File: config.mk
export PLATFORM = sky130hd
export DESIGN_NAME = pwm_decoder_flat
export DESIGN_NICKNAME = d
export VERILOG_FILES = /design/src/rtl/pwm_decoder_pkg.sv /design/src/rtl/pwm_decoder_if.sv /design/src/rtl/pwm_decoder_sync_edge.sv /design/src/rtl/pwm_decoder.sv /design/src/flat_wrapper.sv
export SDC_FILE = /design/constraint.sdc
export NUM_CORES = 1
export LEC_CHECK = 0
export CAP_MARGIN = 20
export CORE_UTILIZATION = 57
export DETAILED_ROUTE_END_ITERATION = 10
export PLACE_DENSITY_LB_ADDON = 0.08
export SYNTH_ARGS = -nofsm -noshare
export SYNTH_HDL_FRONTEND = slang
export SYNTH_HIERARCHICAL = 1
export SYNTH_SLANG_ARGS = --single-unit
File: constraint.sdc
create_clock -name i_clk -period 3.1 [get_ports i_clk]
set_input_delay 0.31 -clock i_clk [delete_from_list [all_inputs] [get_ports i_clk]]
set_output_delay 0.31 -clock i_clk [all_outputs]
set_load 0.03 [all_outputs]
File: src/rtl/pwm_decoder_pkg.sv
// pwm_pkg: shared PWM resolution, counter width derivation and decoder FSM encoding.
package pwm_pkg;
  localparam int PWM_RESOLUTION = 8;
  function automatic int cnt_w(input int res);
    return res + 2;
  endfunction
  typedef enum logic [1:0] {IDLE, HIGH, LOW} state_e;
endpackage

File: src/rtl/pwm_decoder_if.sv
// pwm_decoder_if: result bundle published by the PWM decoder.
interface pwm_decoder_if import pwm_pkg::*; #(
  parameter int RESOLUTION = PWM_RESOLUTION,
  parameter int CNT_W = cnt_w(RESOLUTION)
);
  logic [RESOLUTION-1:0] o_duty;
  logic [CNT_W-1:0] o_high_cnt;
  logic [CNT_W-1:0] o_period_cnt;
  logic o_valid;
  logic o_period_err;
  logic o_static;
  modport master(output o_duty, o_high_cnt, o_period_cnt, o_valid, o_period_err, o_static);
  modport slave(input o_duty, o_high_cnt, o_period_cnt, o_valid, o_period_err, o_static);
endinterface

File: src/rtl/pwm_decoder_sync_edge.sv
// sync_edge: multi-stage synchronizer followed by a registered rise/fall detector.
module sync_edge #(
  parameter int STAGES = 2
) (
  input  logic clk,
  input  logic rst,
  input  logic d,
  output logic s,
  output logic rise,
  output logic fall
);
  logic [STAGES-1:0] sync_q, sync_d;
  logic s_d_q, s_d_d;
  always_comb begin
    sync_d = {sync_q[STAGES-2:0], d};
    s_d_d = sync_q[STAGES-1];
  end
  always_ff @(posedge clk or posedge rst) begin
    if (rst) begin
      sync_q <= '0;
      s_d_q <= 1'b0;
    end else begin
      sync_q <= sync_d;
      s_d_q <= s_d_d;
    end
  end
  assign s = sync_q[STAGES-1];
  assign rise = s & ~s_d_q;
  assign fall = ~s & s_d_q;
endmodule

File: src/rtl/pwm_decoder.sv
// pwm_decoder: measures high time and period of a PWM input and recovers its duty word.
module pwm_decoder import pwm_pkg::*; #(
  parameter int RESOLUTION = PWM_RESOLUTION,
  parameter int SYNC_STAGES = 2,
  parameter int TIMEOUT = 2 ** (RESOLUTION + 1)
) (
  input  logic i_clk,
  input  logic i_rst,
  input  logic i_pwm,
  pwm_decoder_if.master res
);
  localparam int CNT_W = cnt_w(RESOLUTION);
  localparam int IDLE_W = $clog2(TIMEOUT);
  localparam logic [CNT_W-1:0] CNT_MAX = '1;
  localparam logic [CNT_W-1:0] NOM_PER = CNT_W'(2 ** RESOLUTION);
  localparam logic [CNT_W-1:0] DUTY_LIM = CNT_W'(2 ** RESOLUTION - 1);
  localparam logic [RESOLUTION-1:0] DUTY_MAX = '1;
  localparam logic [IDLE_W-1:0] IDLE_LAST = IDLE_W'(TIMEOUT - 1);
  logic s, rise, fall, any_edge, timeout;
  state_e state_q, state_d;
  logic [CNT_W-1:0] high_q, high_d, per_q, per_d, high_inc, per_inc;
  logic [IDLE_W-1:0] idle_q, idle_d;
  logic [RESOLUTION-1:0] duty_q, duty_d;
  logic [CNT_W-1:0] hc_q, hc_d, pc_q, pc_d;
  logic valid_q, valid_d, err_q, err_d, static_q, static_d;
  sync_edge #(.STAGES(SYNC_STAGES)) u_sync (
    .clk (i_clk),
    .rst (i_rst),
    .d   (i_pwm),
    .s   (s),
    .rise(rise),
    .fall(fall)
  );
  assign any_edge = rise | fall;
  assign timeout = !any_edge && idle_q == IDLE_LAST;
  assign high_inc = (high_q == CNT_MAX) ? high_q : high_q + 1'b1;
  assign per_inc = (per_q == CNT_MAX) ? per_q : per_q + 1'b1;
  always_comb begin
    state_d = state_q;
    high_d = high_q;
    per_d = per_q;
    idle_d = any_edge ? '0 : idle_q + 1'b1;
    duty_d = duty_q;
    hc_d = hc_q;
    pc_d = pc_q;
    valid_d = 1'b0;
    err_d = err_q;
    static_d = static_q;
    unique case (state_q)
      IDLE: if (rise) begin
        state_d = HIGH;
        high_d = CNT_W'(1);
        per_d = CNT_W'(1);
      end
      HIGH: begin
        state_d = fall ? LOW : HIGH;
        high_d = fall ? high_q : high_inc;
        per_d = per_inc;
      end
      LOW: if (rise) begin
        state_d = HIGH;
        high_d = CNT_W'(1);
        per_d = CNT_W'(1);
        valid_d = 1'b1;
        hc_d = high_q;
        pc_d = per_q;
        err_d = per_q != NOM_PER || high_q == CNT_MAX;
        duty_d = (high_q > DUTY_LIM) ? DUTY_MAX : high_q[RESOLUTION-1:0];
        static_d = 1'b0;
      end else begin
        per_d = per_inc;
      end
      default: state_d = IDLE;
    endcase
    // A static level abandons any partial measurement and re-arms from IDLE.
    if (timeout) begin
      state_d = IDLE;
      high_d = '0;
      per_d = '0;
      idle_d = '0;
      valid_d = 1'b1;
      hc_d = '0;
      pc_d = '0;
      err_d = 1'b0;
      static_d = 1'b1;
      duty_d = s ? DUTY_MAX : '0;
    end
  end
  always_ff @(posedge i_clk or posedge i_rst) begin
    if (i_rst) begin
      state_q <= IDLE;
      high_q <= '0;
      per_q <= '0;
      idle_q <= '0;
      duty_q <= '0;
      hc_q <= '0;
      pc_q <= '0;
      valid_q <= 1'b0;
      err_q <= 1'b0;
      static_q <= 1'b0;
    end else begin
      state_q <= state_d;
      high_q <= high_d;
      per_q <= per_d;
      idle_q <= idle_d;
      duty_q <= duty_d;
      hc_q <= hc_d;
      pc_q <= pc_d;
      valid_q <= valid_d;
      err_q <= err_d;
      static_q <= static_d;
    end
  end
  assign res.o_duty = duty_q;
  assign res.o_high_cnt = hc_q;
  assign res.o_period_cnt = pc_q;
  assign res.o_valid = valid_q;
  assign res.o_period_err = err_q;
  assign res.o_static = static_q;
endmodule

File: src/flat_wrapper.sv
// flat-port wrapper written by rule: the top's interface ports become plain ports
module pwm_decoder_flat import pwm_pkg::*;
#(
  parameter int RESOLUTION = PWM_RESOLUTION,
  parameter int SYNC_STAGES = 2,
  parameter int TIMEOUT = 2 ** (RESOLUTION + 1)
)
  (i_clk, i_rst, i_pwm, res_o_duty, res_o_high_cnt, res_o_period_cnt, res_o_valid, res_o_period_err, res_o_static);
  pwm_decoder_if #(.RESOLUTION(RESOLUTION)) res_i ();
  input  logic i_clk;
  input  logic i_rst;
  input  logic i_pwm;
  output wire logic [$bits(res_i.o_duty)-1:0] res_o_duty;
  output wire logic [$bits(res_i.o_high_cnt)-1:0] res_o_high_cnt;
  output wire logic [$bits(res_i.o_period_cnt)-1:0] res_o_period_cnt;
  output wire logic [$bits(res_i.o_valid)-1:0] res_o_valid;
  output wire logic [$bits(res_i.o_period_err)-1:0] res_o_period_err;
  output wire logic [$bits(res_i.o_static)-1:0] res_o_static;
  assign res_o_duty = res_i.o_duty;
  assign res_o_high_cnt = res_i.o_high_cnt;
  assign res_o_period_cnt = res_i.o_period_cnt;
  assign res_o_valid = res_i.o_valid;
  assign res_o_period_err = res_i.o_period_err;
  assign res_o_static = res_i.o_static;
  pwm_decoder #(.RESOLUTION(RESOLUTION), .SYNC_STAGES(SYNC_STAGES), .TIMEOUT(TIMEOUT)) u_core (.i_clk(i_clk), .i_rst(i_rst), .i_pwm(i_pwm), .res(res_i));
endmodule
==> results.json, run 1 <==
{
  "end_kind": "register",
  "syn_inst": 346,
  "drc": 0,
  "arrival_ps": 2890,
  "area_growth_pct": 17.4,
  "setup_ws_ps": 412,
  "synth_top_cell_area_share_pct": 49.4,
  "syn_nets": 358,
  "num_rows": 27,
  "ys.flop_type": "dfrtp_1",
  "timing.hold.ws_ps": 198,
  "place_ws_ps": 510,
  "crit_path_start_kind": "register",
  "ir_worst_vdd_mv": 0.387,
  "cts_tree": "built",
  "yosysTopAreaCell": "dfrtp_1",
  "p_leak_nw": 1.75,
  "min_period_ps": 2690,
  "drive_gt1_share_pct": 7.16,
  "portBuffers": 33,
  "cts.clk_slew.worst_paths_ps": 70,
  "cts_sinks": 65,
  "syn-cell-area_um2": 3290,
  "cts_setup_buffers": 0,
  "gp_congestion": 0.899,
  "synth_seq_cells": 65,
  "ant_nets": 0,
  "reg2reg_from": "u_core/idle_q[0]",
  "hold_class": "input port to async pin",
  "die_h_um": 78.0,
  "cts_root_buffer": "clkbuf_8",
  "drt-initial-drc-count": 312,
  "final_nets": 384,
  "die_x_um": 78.0,
  "maxSlewViolCount": 0,
  "reg2reg_depth": 10,
  "yosysUniqueCellTypes": 53,
  "setup_violations": 0,
  "grt_antenna_before_repair": 0,
  "fin_skew_ps": 12.5,
  "syn_avg_cell_area_um2": 9.52,
  "ys_warn_count": 6,
  "drt_first_pass_iters": 4,
  "design_area_um2": 3860,
  "timing.fmax_ghz": 0.372,
  "crit_type": "register to register",
  "rrSetupSlack_ps": 410,
  "placed_area_um2": 3680,
  "vias_per_cell": 6.22,
  "status": "completed",
  "cp.required_ps": 3300,
  "yosysSeqAreaShare_pct": 49.4,
  "drv_cap": 0,
  "worst_pin_slew_ps": 706,
  "synth_edf_count": 0,
  "grtUsageTotal_pct": 26.7,
  "core_um2": 5540,
  "via_count": 2794,
  "grt_max_degree": 63,
  "grt_pass1_vias": 2642,
  "routed_wl_um": 7500,
  "clock_path_buffers": 2,
  "htree_levels": 3,
  "clk_latency_ps": 330,
  "power_density_nw_per_um2": 682,
  "slew_headroom_pct": 52.9,
  "ios": 34,
  "final.period_utilization_pct": 86.7,
  "start_util_pct": 59.4,
  "final_util_pct": 69.8,
  "grt_overflow": 0,
  "grt_first_pass_wirelength_um": 12600,
  "numCtsBuffers": 9,
  "avgRoutedWirePerCell_um": 16.7,
  "worstPathMaxFanout": 12,
  "timing.rr.end": "u_core/high_q[7]",
  "rsz0062_at_grt": "no",
  "async_flop_share_pct": 100,
  "n_antenna_cell": 0,
  "finalHoldViolCount": 0,
  "setup_tns_ps": 0,
  "ctsHoldBuffers": 0,
  "hpwlAfterDp_um": 5010,
  "die_area_um2": 6090,
  "cts_resized": 0,
  "yosys-top-cells-area": "dfrtp_1 (49%), nand3_1 (5.6%), nand2_1 (5.1%), ha_1 (3.4%), o31ai_1 (2.7%)"
}
## sequential cells by signal (all words and copies together), names as in the netlist
name,flops
u_core/res.o_period_cnt,10
u_core/res.o_static,1
u_core/idle_q,9
u_core/res.o_period_err,1
u_core/res.o_duty,8
u_core/per_q,10
u_core/u_sync/sync_q,2
u_core/state_q,2
u_core/u_sync/s_d_q,1
u_core/res.o_valid,1
u_core/high_q,10
u_core/res.o_high_cnt,10
## logic make-up after synthesis
group	after synthesis	share of synthesized area [%]
adders and majority gates	9	3.42
xor gates and xnor gates	4	1.06
buffers and inverters	41	4.94
and+or+nand+nor	154	24.0
AOI/OAI and AO/OA	70	16.2
muxes	3	0.950
DFF	65	49.4
## through the flow
stage | power (mW) | instances
final | 2.63 | 449
after global routing | 2.78 | 449
after CTS | 2.64 | 449
after detailed placement | 1.94 | 433
after global placement | 1.92 | 433
after floorplan | 1.68 | 346
## per-layer routing
layer  GRT usage (%)  vias to the layer above  wire, um
met4            13.1                        0       148
met1            36.2                     1378      3460
li1                -                     1313         -
met3            4.19                       14       296
met2            41.9                       89      3600
met5               0                        -         0
## cells in the mapped netlist, types with 4 or more instances
cell type and n:
nand2_1 45, o21ai_0 11, or3_1 12, a21oi_1 8, dfrtp_1 65, ha_1 9
nor2_1 17, inv_1 16, clkbuf_1 17, nand2b_1 4, o31ai_1 12, buf_2 7
nor2b_1 4, a221o_1 8, and3_1 5, nor3_1 9, a211oi_1 4, nand3_1 37
nand4_1 5
## layout make-up
cell class | count | area (um2)
fillers | 462 | 1680
multi-input cells | 240 | 1500
clock inverters | 3 | 40.0
inverters | 16 | 60.1
repair buffers | 40 | 395
flip-flops and latches | 65 | 1630
well taps | 72 | 90.1
clock buffers | 13 | 149
## worst max path at each step
stage | depth (start not counted) | to | from
after detailed placement | 9 | u_core/high_q[0] | u_core/idle_q[0]
after floorplan | 8 | u_core/per_q[4] | u_core/idle_q[0]
after global routing | 9 | u_core/high_q[6] | u_core/idle_q[0]
after global placement | 9 | u_core/high_q[0] | u_core/idle_q[0]
after CTS | 9 | u_core/high_q[6] | u_core/idle_q[0]
final | 10 | u_core/high_q[7] | u_core/idle_q[0]
## worst max-delay path, stage by stage, from the launching register on
cell	delay, ps
dfrtp_1	380
ha_1	200
nand3_1	170
nor3_1	250
ha_1	250
nor3b_4	360
buf_4	260
nor4_1	100
buf_4	180
o31ai_1	290
o31ai_1	130
## report_power, final
group / switching [mW] / internal (mW) / leakage [nW]
registers: 0.107 / 0.949 / 0.882
clock network: 0.315 / 0.392 / 0.0974
logic: 0.534 / 0.338 / 0.773
total: 0.956 / 1.68 / 1.75
## cell usage in the layout (no fill, tap or decap), types with 5 or more instances in the layout
cell             count
o31ai_1             12
nand4_1              5
nand3_1             37
nor3_1               9
a221o_1              8
ha_1                 9
buf_4                6
dfrtp_1             65
nor2_1              17
or3_1               12
and3_1               5
nand2_1             45
clkbuf_8            10
a21oi_1              8
inv_1               15
o21ai_0             11
clkdlybuf4s50_1     33
Note: power is estimated with default switching activity, not from simulation.
==> inputs of run 2 (changes only) <==
CORE_MARGIN = 10   (was unset)
==> run 2 against run 1 <==
Against the previous run:
- clock skew is 3.4 ps lower
- core utilization grew 0.11 points
- critical path depth down 1
- sequential cell count stayed put
- clock power is essentially flat
- global-route usage fell by 9.3 points
- clock-buffer cell count down 3
- largest power group unchanged
- first-iteration DRC count is 52% lower
- design area up 0.16%
- critical path type unchanged
==> results.json, run 2 (synthesis results as in run 1) <==
{
  "status": "completed",
  "drt-initial-drc-count": 149,
  "grt_antenna_before_repair": 0,
  "cts_sinks": 65,
  "die_h_um": 96.0,
  "power.internal_mw": 1.67,
  "crit_path_start_kind": "register",
  "start_util_pct": 59.4,
  "fin_total_pwr_mw": 2.63,
  "grtUsageTotal_pct": 17.3,
  "portBuffers": 33,
  "cp.required_ps": 3320,
  "vias_per_cell": 6.17,
  "setup_violations": 0,
  "n_antenna_cell": 0,
  "wl_met1_um": 3270,
  "drt_first_pass_iters": 5,
  "cts_resized": 0,
  "hold_class": "input port to async pin",
  "design_area_um2": 3870,
  "cpMostUsedCell": "ha_1",
  "clkPwrFrac_pct": 26.9,
  "worst_pin_slew_ps": 733,
  "drive_gt1_share_pct": 7.96,
  "cp_cell_sequence": "ha_1 -> nand3_1 -> nor3_1 -> ha_1 -> nor3b_4 -> buf_4 -> a311oi_2 -> nor2_1 -> mux2_1",
  "drc": 0,
  "cp_num_buf_inv": 1,
  "cts_root_buffer": "clkbuf_8",
  "multiInputGateArea_um2": 1500,
  "detailroute.wirelength.met3_um": 483,
  "critical_path.slowest_cell": "a311oi_2",
  "slew_headroom_pct": 51.1,
  "setup_tns_ps": 0,
  "rrSetupSlack_ps": 450,
  "finalHoldViolCount": 0,
  "worstPathMaxFanout": 12,
  "highest_layer": "met4",
  "via_count": 2772,
  "timing.fmax_ghz": 0.377,
  "gp_congestion": 0.916,
  "rsz0062_at_grt": "no",
  "final_nets": 384,
  "p_leak_nw": 1.76,
  "grt_pass1_vias": 2586,
  "wl_met2_um": 3710,
  "final_cell_mix": "dfrtp_1 (65), nand2_1 (45), nand3_1 (37)",
  "min_period_ps": 2650,
  "clock_path_buffers": 2,
  "avgRoutedWirePerCell_um": 16.9,
  "reg2reg_depth": 9,
  "ios": 34,
  "routed_wl_um": 7590,
  "area.sequential_um2": 1630,
  "combPwrFrac_pct": 33.1,
  "htree_levels": 3,
  "place_ws_ps": 480,
  "numCtsBuffers": 9,
  "grt_max_degree": 38,
  "mostFrequentLayoutCell": "dfrtp_1",
  "pwr-share-seq_pct": 40.0,
  "timing.rr.end": "u_core/high_q[0]",
  "setup_ws_ps": 450,
  "power_density_nw_per_um2": 680,
  "ant_nets": 0,
  "clk_latency_ps": 340,
  "critPathMaxStageDelay_ps": 610,
  "cts.clk_slew.worst_paths_ps": 60,
  "final.period_utilization_pct": 85.5,
  "ctsHoldBuffers": 0,
  "area_growth_pct": 17.6,
  "p_sw_mw": 0.958,
  "cts_setup_buffers": 0,
  "end_kind": "register",
  "crit_type": "register to register",
  "drv_cap": 0,
  "hpwlAfterDp_um": 5300,
  "arrival_ps": 2870,
  "grt_first_pass_wirelength_um": 12500,
  "fillerInstances": 453,
  "grt_overflow": 0,
  "placed_area_um2": 3680,
  "final_cells": 449,
  "switching_share_pct": 36.4,
  "final_util_pct": 69.9,
  "fin_skew_ps": 9.07,
  "dp.cells": 433,
  "reg2reg_from": "u_core/idle_q[0]",
  "num_rows": 27,
  "timing.hold.ws_ps": 198,
  "crit_family": "compound AO/OA/AOI/OAI gates",
  "die_x_um": 96.0,
  "maxSlewViolCount": 0,
  "die_area_um2": 9220,
  "ir_worst_vdd_mv": 0.545,
  "core_um2": 5540,
  "cts_tree": "built"
}
-- run 2: cell types whose count changed in the layout (fill, tap and decap cells not counted) --
cell / previous run / this run
clkinvlp_4: 0 / 1
clkinv_2: 2 / 4
clkbuf_1: 3 / 0
-- run 2: area by class of cell --
type	instances	area share (%)
sequential	65	42.0
clock buffer	10	3.56
inverter	16	1.55
tap	72	2.33
clock inverter	6	1.49
timing repair buffer	40	10.2
multi-input combinational	240	38.8
-- run 2: routing by layer --
metal | vias to the layer above | track usage (%)
met5 | - | 0
met4 | 0 | 8.11
met3 | 9 | 3.50
met2 | 94 | 28.1
met1 | 1358 | 21.7
li1 | 1311 | -
-- run 2: worst reg2reg max path, stage by stage, from the launching register on --
cell,delay [ps]
dfrtp_1,410
ha_1,230
nand3_1,160
nor3_1,70
ha_1,210
nor3b_4,190
buf_4,190
a311oi_2,610
nor2_1,120
mux2_1,330
-- run 2: power by group through the flow --
stage               combinational (mW)  clock, mW  sequential [mW]
floorplan                        0.547          0             1.13
global placement                 0.851          0             1.07
detailed placement               0.863          0             1.07
CTS                              0.868      0.721             1.05
global route                     0.954      0.764             1.07
finish                           0.871      0.707             1.05
-- run 2: worst max-delay path by stage --
stage                                start                to  slack [ps]  cells after the start
after global routing      u_core/idle_q[0]  u_core/high_q[0]         250                      9
after detailed placement  u_core/idle_q[0]  u_core/high_q[0]         480                      9
after global placement    u_core/idle_q[0]  u_core/high_q[0]         580                      9
after CTS                 u_core/idle_q[0]  u_core/high_q[0]         460                      9
after floorplan           u_core/idle_q[0]   u_core/per_q[4]         900                      8
final                     u_core/idle_q[0]  u_core/high_q[0]         450                      9
==> inputs of run 3 (changes only) <==
CORE_UTILIZATION = 61   (was 57)
clock period = 3.15 ns   (was 3.1 ns; I/O delays follow)
==> run 3 against run 2 <==
Against the previous run:
- global-route usage rose by 1.0 points
- non-clock buffer count grew 1
- clock skew down 2.4 ps
- sequential share of layout area rose by 0.34 points
- highest routed layer unchanged
- final cell count shrank 0.22%
- worst hold slack lost 28 ps
- largest cell class unchanged
- clock-buffer cell count down 1
- core utilization is 4.4 points higher
- wire length rose by 2.0%
==> results.json, run 3 (synthesis results as in run 1) <==
{
  "slew_headroom_pct": 49.5,
  "top_usage_layer": "met2",
  "timing.rr.end": "u_core/high_q[0]",
  "crit_type": "register to register",
  "die_area_um2": 8740,
  "drt_first_pass_iters": 4,
  "area.sequential_um2": 1630,
  "grt_max_degree": 31,
  "p_sw_mw": 0.976,
  "die_x_um": 93.5,
  "worst_pin_slew_ps": 758,
  "gp_congestion": 0.917,
  "pwr-share-seq_pct": 41.2,
  "multiInputGateArea_um2": 1500,
  "die_h_um": 93.5,
  "met2_usage_pct": 28.9,
  "ctsHoldBuffers": 0,
  "clk_latency_ps": 350,
  "clkPwrFrac_pct": 24.5,
  "drt-initial-drc-count": 326,
  "status": "completed",
  "power_density_nw_per_um2": 657,
  "grt_pass1_vias": 2602,
  "final.period_utilization_pct": 84.1,
  "avgRoutedWirePerCell_um": 17.3,
  "rrSetupSlack_ps": 500,
  "hold_class": "input port to async pin",
  "drive_gt1_share_pct": 8.20,
  "num_rows": 26,
  "power.internal_mw": 1.55,
  "cts.clk_slew.worst_paths_ps": 70,
  "start_util_pct": 63.7,
  "cp.required_ps": 3380,
  "setup_tns_ps": 0,
  "p_leak_nw": 1.74,
  "worstPathMaxFanout": 12,
  "cts_resized": 0,
  "mostFrequentLayoutCell": "dfrtp_1",
  "switching_share_pct": 38.7,
  "cts_setup_buffers": 0,
  "dp.cells": 432,
  "cts_sinks": 65,
  "maxSlewViolCount": 0,
  "cts_tree": "built",
  "met3_usage_pct": 3.76,
  "drc": 0,
  "rsz0062_at_grt": "no",
  "n_antenna_cell": 0,
  "area_growth_pct": 16.6,
  "finalHoldViolCount": 0,
  "end_kind": "register",
  "setup_violations": 0,
  "fin_skew_ps": 6.65,
  "cts_root_buffer": "clkbuf_8",
  "grt_first_pass_wirelength_um": 12900,
  "arrival_ps": 2880,
  "timing.fmax_ghz": 0.378,
  "core_um2": 5170,
  "clock_path_buffers": 2,
  "grtUsageTotal_pct": 18.4,
  "portBuffers": 33,
  "grt_antenna_before_repair": 0,
  "grtUsageMet1_pct": 23.7,
  "drv_cap": 0,
  "hpwlAfterDp_um": 5350,
  "ant_nets": 0,
  "ios": 34,
  "final_nets": 385,
  "fin_total_pwr_mw": 2.52,
  "via_count": 2803,
  "routed_wl_um": 7740,
  "final_cells": 448,
  "reg2reg_depth": 9,
  "crit_path_start_kind": "register",
  "numCtsBuffers": 9,
  "grt_overflow": 0,
  "combPwrFrac_pct": 34.3,
  "place_ws_ps": 503,
  "reg2reg_from": "u_core/idle_q[0]",
  "htree_levels": 3,
  "setup_ws_ps": 502,
  "fillerInstances": 370,
  "min_period_ps": 2650,
  "vias_per_cell": 6.26,
  "ir_worst_vdd_mv": 0.524,
  "final_cell_mix": "dfrtp_1 (65), nand2_1 (45), nand3_1 (37)"
}
==> run 3: worst max-delay path by stage <==
stage                     startpoint          endpoint  depth (start not counted)
finish              u_core/idle_q[0]  u_core/high_q[0]                          9
global route        u_core/idle_q[0]  u_core/high_q[6]                          9
CTS                 u_core/idle_q[0]  u_core/high_q[0]                          9
detailed placement  u_core/idle_q[0]  u_core/high_q[0]                          9
global placement    u_core/idle_q[0]  u_core/high_q[0]                          9
floorplan           u_core/idle_q[0]   u_core/per_q[4]                          8
==> run 3: metal layers <==
| layer | share of wire [%] | up-vias |
|---|---|---|
| li1 | - | 1312 |
| met1 | 44 | 1372 |
| met5 | 0 | - |
| met2 | 48 | 105 |
| met3 | 6.8 | 14 |
| met4 | 1.7 | 0 |
==> run 3: through the flow <==
stage / instance area [um2] / hold WS (ps) / utilization (%)
floorplan: 3290 / 68.6 / -
global placement: 3670 / 344 / 70.9
detailed placement: 3670 / 340 / 70.9
CTS: 3840 / 163 / 74.2
global route: 3840 / 191 / 74.2
finish: 3840 / 170 / 74.2
==> run 3: worst max-delay path, cell delays in order (launching register included) <==
cell	delay, ps
dfrtp_1	410
ha_1	230
nand3_1	150
nor3_1	70
ha_1	210
nor3b_4	190
buf_4	180
a311oi_2	630
nor2_1	130
mux2_1	340
==> run 3: cell type report <==
class	count	area share [%]
Clock buffer	9	3.23
Clock inverter	7	1.24
Inverter	16	1.56
Multi-Input combinational cell	240	39.2
Sequential cell	65	42.4
Tap cell	70	2.28
Timing Repair Buffer	41	10.2
==> run 3: power by group through the flow <==
stage	combinational (mW)	sequential [mW]	clock, mW
after floorplan	0.538	1.11	0
after global placement	0.833	1.05	0
after detailed placement	0.853	1.05	0
after CTS	0.860	1.04	0.629
after global routing	0.945	1.06	0.668
final	0.866	1.04	0.618
